**src/rtl/csr_pkg.sv**
```systemverilog
// Shared definitions for the CSR read-modify-write controller: operation
// encodings, controller state encoding and default counter addresses.
package csr_pkg;

  // Operation encoding carried on req_op.
  typedef enum logic [1:0] {
    OP_RO = 2'b00,  // read only, never writes
    OP_RW = 2'b01,  // write operand
    OP_RS = 2'b10,  // set bits given by operand
    OP_RC = 2'b11   // clear bits given by operand
  } csr_op_e;

  // Controller sequence: accept, read the old value, then write back.
  typedef enum logic [1:0] {
    ST_IDLE = 2'b00,
    ST_RD   = 2'b01,
    ST_WB   = 2'b10
  } csr_state_e;

  // Default addresses of the cycle and retired-instruction counters.
  localparam logic [11:0] MCYCLE_ADDR_DEF   = 12'hB00;
  localparam logic [11:0] MINSTRET_ADDR_DEF = 12'hB02;

endpackage

```
**src/rtl/csr_alu.sv**
```systemverilog
// Combinational read-modify-write function: from the operation, the old CSR
// value and the operand, produce the new value and whether it is written.
module csr_alu
  import csr_pkg::*;
#(
  parameter int DATA_W = 32
) (
  input  csr_op_e           op,
  input  logic [DATA_W-1:0] old_val,
  input  logic [DATA_W-1:0] wdata,
  output logic [DATA_W-1:0] new_val,
  output logic              wr_en
);

  // New value and write enable; set/clear with a zero operand is a pure read.
  always_comb begin
    // NOTE: every output gets a default first so no path leaves it unassigned
    // and no latch is inferred.
    new_val = old_val;
    wr_en   = 1'b0;
    case (op)
      OP_RW: begin
        new_val = wdata;
        wr_en   = 1'b1;
      end
      OP_RS: begin
        new_val = old_val | wdata;
        wr_en   = |wdata;
      end
      OP_RC: begin
        new_val = old_val & ~wdata;
        wr_en   = |wdata;
      end
      default: begin
        new_val = old_val;
        wr_en   = 1'b0;
      end
    endcase
  end

endmodule

```
**src/rtl/csr_rmw_ctrl.sv**
```systemverilog
// CSR read-modify-write controller. Accepts one request, reads the target
// from csr_file (one-cycle read latency), then responds with the old value
// and writes back the modified value in the same cycle.
// Optional feature macro CSR_COUNTERS_EN: internal mcycle/minstret counters
// served at MCYCLE_ADDR/MINSTRET_ADDR instead of csr_file.
module csr_rmw_ctrl
  import csr_pkg::*;
#(
  parameter int                DATA_W        = 32,
  parameter int                ADDR_W        = 12,
  parameter logic [ADDR_W-1:0] MCYCLE_ADDR   = ADDR_W'(MCYCLE_ADDR_DEF),
  parameter logic [ADDR_W-1:0] MINSTRET_ADDR = ADDR_W'(MINSTRET_ADDR_DEF)
) (
  input  logic              clk,
  input  logic              reset,
  input  logic              req_valid,
  output logic              req_ready,
  input  logic [1:0]        req_op,
  input  logic [ADDR_W-1:0] req_addr,
  input  logic [DATA_W-1:0] req_wdata,
  output logic              rsp_valid,
  output logic [DATA_W-1:0] rsp_rdata,
  output logic              write,
  output logic [ADDR_W-1:0] wrAddr_CSR,
  output logic [DATA_W-1:0] wrVal_CSR,
  output logic [ADDR_W-1:0] rdAddr_CSR,
  input  logic [DATA_W-1:0] rdVal_CSR,
  input  logic              instret_pulse
);

  csr_state_e        state_q, state_d;
  csr_op_e           op_q;
  logic [ADDR_W-1:0] addr_q;
  logic [DATA_W-1:0] wdata_q;

  // Values held on the outputs between write-back cycles.
  logic [DATA_W-1:0] rsp_q;
  logic [ADDR_W-1:0] wr_addr_q;
  logic [DATA_W-1:0] wr_val_q;

  logic              in_wb;
  logic              accept;
  logic [DATA_W-1:0] old_val;
  logic [DATA_W-1:0] new_val;
  logic              alu_wr;
  logic              ext_wr;

  assign in_wb  = (state_q == ST_WB);
  assign accept = (state_q == ST_IDLE) && req_valid;

  // State register; reset aborts any in-flight operation.
  always_ff @(posedge clk or posedge reset) begin
    // NOTE: sequential state uses non-blocking assignments so every register
    // samples pre-edge values regardless of block ordering.
    if (reset) state_q <= ST_IDLE;
    else       state_q <= state_d;
  end

  // Next-state: one request walks IDLE -> RD -> WB -> IDLE.
  always_comb begin
    state_d = state_q;
    case (state_q)
      ST_IDLE: if (req_valid) state_d = ST_RD;
      ST_RD:   state_d = ST_WB;
      ST_WB:   state_d = ST_IDLE;
      default: state_d = ST_IDLE;
    endcase
  end

  // Capture the request on acceptance; req_* is ignored in every other state.
  always_ff @(posedge clk or posedge reset) begin
    if (reset) begin
      op_q    <= OP_RO;
      addr_q  <= '0;
      wdata_q <= '0;
    end else if (accept) begin
      op_q    <= csr_op_e'(req_op);
      addr_q  <= req_addr;
      wdata_q <= req_wdata;
    end
  end

  csr_alu #(
    .DATA_W (DATA_W)
  ) u_alu (
    .op      (op_q),
    .old_val (old_val),
    .wdata   (wdata_q),
    .new_val (new_val),
    .wr_en   (alu_wr)
  );

`ifdef CSR_COUNTERS_EN
  logic [DATA_W-1:0] mcycle_q;
  logic [DATA_W-1:0] minstret_q;
  logic              hit_mcycle;
  logic              hit_minstret;

  assign hit_mcycle   = (addr_q == MCYCLE_ADDR);
  assign hit_minstret = (addr_q == MINSTRET_ADDR);
  assign old_val      = hit_mcycle   ? mcycle_q   :
                        hit_minstret ? minstret_q : rdVal_CSR;
  // Counter writes stay internal; csr_file never sees them.
  assign ext_wr       = alu_wr && !hit_mcycle && !hit_minstret;

  // Free-running counters; a write-back to a counter wins over its increment.
  always_ff @(posedge clk or posedge reset) begin
    if (reset) begin
      mcycle_q   <= '0;
      minstret_q <= '0;
    end else begin
      if (in_wb && alu_wr && hit_mcycle) mcycle_q <= new_val;
      else                               mcycle_q <= mcycle_q + DATA_W'(1);
      if (in_wb && alu_wr && hit_minstret) minstret_q <= new_val;
      else if (instret_pulse)              minstret_q <= minstret_q + DATA_W'(1);
    end
  end
`else
  // Counter addresses are ordinary csr_file entries; instret_pulse has no use.
  logic unused_counter_cfg;
  assign unused_counter_cfg = instret_pulse ^ (MCYCLE_ADDR == MINSTRET_ADDR);
  assign old_val            = rdVal_CSR;
  assign ext_wr             = alu_wr;
`endif

  // Hold the last response and write port values so they stay stable outside WB.
  always_ff @(posedge clk or posedge reset) begin
    if (reset) begin
      rsp_q     <= '0;
      wr_addr_q <= '0;
      wr_val_q  <= '0;
    end else if (in_wb) begin
      rsp_q     <= old_val;
      wr_addr_q <= addr_q;
      wr_val_q  <= new_val;
    end
  end

  // Output drive: response and write are live only in WB, held otherwise.
  always_comb begin
    req_ready  = (state_q == ST_IDLE);
    rsp_valid  = in_wb;
    write      = in_wb && ext_wr;
    rsp_rdata  = rsp_q;
    wrAddr_CSR = wr_addr_q;
    wrVal_CSR  = wr_val_q;
    rdAddr_CSR = addr_q;
    if (in_wb) begin
      rsp_rdata  = old_val;
      wrAddr_CSR = addr_q;
      wrVal_CSR  = new_val;
    end
  end

endmodule

```
**config.mk**
```make
export PLATFORM = sky130hd
export DESIGN_NAME = csr_rmw_ctrl
export DESIGN_NICKNAME = d
export VERILOG_FILES = /design/src/rtl/csr_pkg.sv /design/src/rtl/csr_alu.sv /design/src/rtl/csr_rmw_ctrl.sv
export SDC_FILE = /design/constraint.sdc
export NUM_CORES = 1
export LEC_CHECK = 0
export CAP_MARGIN = 5
export CORE_MARGIN = 10
export CORE_UTILIZATION = 47
export CTS_CLUSTER_SIZE = 8
export DETAILED_ROUTE_END_ITERATION = 8
export PLACE_DENSITY = 0.79
export SLEW_MARGIN = 20
export SYNTH_ARGS = -nofsm -noshare
export SYNTH_HDL_FRONTEND = slang
export SYNTH_SLANG_ARGS = --single-unit
```
**constraint.sdc**
```tcl
create_clock -name clk -period 5.7 [get_ports clk]
set_clock_uncertainty 0.1 [all_clocks]
set_input_delay 1.14 -clock clk [delete_from_list [all_inputs] [get_ports clk]]
set_output_delay 1.14 -clock clk [all_outputs]
set_load 0.02 [all_outputs]
```
==> impl_metrics.toml <==
[placement]
hpwl_um = 10800
post-place-cells = 770
port_buffers = 171
place_congestion = 0.772

[sta]
rsz0062_at_grt = "no"
final_max_slew_viol_count = 0
max_freq_mhz = 246
setup_viol = 0
worst_slew_pin_slew_ps = 1080
setup-tns-final_ps = 0
fin_crit_ps = 4060
fin_crit_sh_pct = 71.2
hold_viol = 0
max_slew_margin_pct = 28.0

[global_route]
grt_remaining_overflow = 0
grt_pass1_vias = 4573
grt_util_all_layers_pct = 19.2
grt_max_degree = 76
antenna_found_initial = 0
grt_pass1_wl_um = 24800

[floorplanning]
initial_core_util_pct = 48.1
core_mm2 = 0.0115
rows = 39
fp.dieW_um = 128
top_level_ports = 173
dieArea_mm2 = 0.0165
die_height_um = 128

[cts]
numCtsBuffers = 17
htreeDepth = 4
clockBufferDepth = 2
holdBufCountCts = 0
cts_tree = "yes"
root_buffer = "clkbuf_16"
path_clk_slew_ps = 50
cts.repair.resized = 0
clkLatencyLatePin_ps = 410
postCtsSetupBuffers = 0
cts_sinks = 124

[cells_and_area]
antennaDiodeCount = 0
layout.nets = 728
drive_gt1_share_pct = 12.3
fin_cells = 802
fillers = 854
finish.utilization_pct = 67.4
area_delta_synth_final_pct = 40.2

[logic_synthesis]
synth.area.top_cells = "dfrtp_1, nand2_1, mux2_1, xnor2_1, a21oi_2"
synth_top_area_cell = "dfrtp_1"
synth_edf_count = 0
syn-cell-area_mm2 = 0.00551
synth_seq_cells = 124
yosysWarnings = 0
synthCells = 484
synth_nets = 566
seq_area_frac_synth_pct = 56.3
synth_top_area_share_pct = 56.3
syn_area_per_cell_um2 = 11.4
synth_cell_types = 30
async_reset_ff_share_pct = 100
synth.most_common_cell = "nand2_1"
synth_flop_cell = "dfrtp_1"
netlist_top_cells_count = "nand2_1, dfrtp_1, mux2_1"

[routing]
drc = 0
drtPass1Iterations = 4
wirelength_um = 15600
route.detailed.wl_per_inst_um = 19.4
antenna_left = 0
vias_per_cell = 5.27
via_count = 4225
drt_iter0_drc = 279

[flow_run]
maxCapViolCount = 0

[worst_setup_path]
critical_path_class = "reg2out"
r2r_end = "wr_val_q[18]"
critPathMaxStageDelay_ps = 690
crit_arrival_ps = 2820
startpoint_type = "flip-flop"
worstRegToRegCells = 4
cp_top_family = "buffers and inverters"
path_buf_inv = 2
crit_fanout = 75
cp_slowest_cell = "buf_4"
reg2reg_from = "state_q[1]"
cp-startpoint = "state_q[1]"
path_depth = 5
worstPathRequired_ps = 4460
reg2reg_slack_ps = 3660
crit_chain = "nand2b_4 -> buf_4 -> nand2_1 -> o21ai_1 -> clkdlybuf4s50_1"
crit_path_end_kind = "output pin"
critPathCapture = "wrVal_CSR[31]"

[status]
status = "completed"

[pwr]
peakVddDrop_mv = 0.322
cellLeakagePower_nw = 3.45
power_density_mw_per_mm2 = 516

[min_path]
hp-class = "reg2reg"
through the flow:
step           worst slack [ps]  total power, mW  hold WS (ps)  area (µm²)
2_1_floorplan              1160             2.33           326        5510
3_3_place_gp               1730             3.02           353        7210
3_5_place_dp               1660             3.07           357        7210
4_1_cts                    1610             4.03           371        7730
5_1_grt                    1440             4.21           386        7730
6_report                   1640             3.99           366        7730
worst register-to-register path, stage by stage (launching register included):
cell and delay, ps:
dfrtp_1 420, nand2b_4 340, buf_4 690, a211oi_1 160, a21o_1 210
worst min-delay path by stage:
| stage | from | cells past startpoint | endpoint | slack, ps |
|---|---|---|---|---|
| 2_1_floorplan | state_q[1] | 1 | state_q[1] | 330 |
| 3_3_place_gp | rsp_q[28] | 2 | rsp_q[28] | 350 |
| 3_5_place_dp | wr_addr_q[7] | 2 | wr_addr_q[7] | 360 |
| 4_1_cts | rsp_q[1] | 2 | rsp_q[1] | 370 |
| 5_1_grt | wr_val_q[11] | 1 | wr_val_q[11] | 390 |
| 6_report | rsp_q[26] | 2 | rsp_q[26] | 370 |
layout by cell type, fill, tap and decap left out, types with 2 or more instances in the layout:
cell and count:
clkdlybuf4s50_1 171, nand2_1 135, dfrtp_1 123, mux2_1 36, xnor2_1 31, a211oi_1 31, a21o_1 31, a21oi_2 29
clkbuf_16 17, mux2_2 11, nor4_1 7, clkinv_2 7, buf_4 5, clkinvlp_4 4, a21oi_1 3, clkbuf_1 2
kinds of logic (layout without fill, tap and decap cells):
| family | count (synthesis) | in the layout | synth area share [%] |
|---|---|---|---|
| multiplexers | 47 | 47 | 9.60 |
| flip-flops | 124 | 124 | 56.3 |
| AND/OR/NAND/NOR | 151 | 151 | 11.0 |
| buffers and inverters | 35 | 210 | 4.59 |
| AO/OA/AOI/OAI | 96 | 96 | 13.6 |
| XOR/XNOR | 31 | 31 | 4.93 |
flip-flops by register name (all words and copies together) (netlist names):
register    cells
rdAddr_CSR     12
op_q            2
wr_val_q       32
rsp_q          32
wr_addr_q      12
state_q         2
wdata_q        32
metal layers:
layer	GRT usage (%)	share of wire, %	routed length (µm)
met5	0	0	0
met4	5.10	0.99	154
met3	9.14	9.0	1410
met2	31.5	50	7740
met1	21.8	40	6270
final cells by class:
| cell class | count | area (µm²) | share of cell area [%] |
|---|---|---|---|
| clock buffer | 20 | 447 | 5.78 |
| clock inverter | 12 | 73.8 | 0.955 |
| inverter | 2 | 10.0 | 0.130 |
| multi-input combinational | 325 | 2170 | 28.0 |
| sequential | 124 | 3100 | 40.2 |
| tap | 143 | 179 | 2.32 |
| timing repair buffer | 176 | 1750 | 22.6 |
report_power, final:
part           internal, mW  switching, mW  total [mW]
combinational         0.783          0.894        1.68
sequential             1.20          0.174        1.37
clock                 0.561          0.378       0.939
Power figures use the tool's default switching activity.
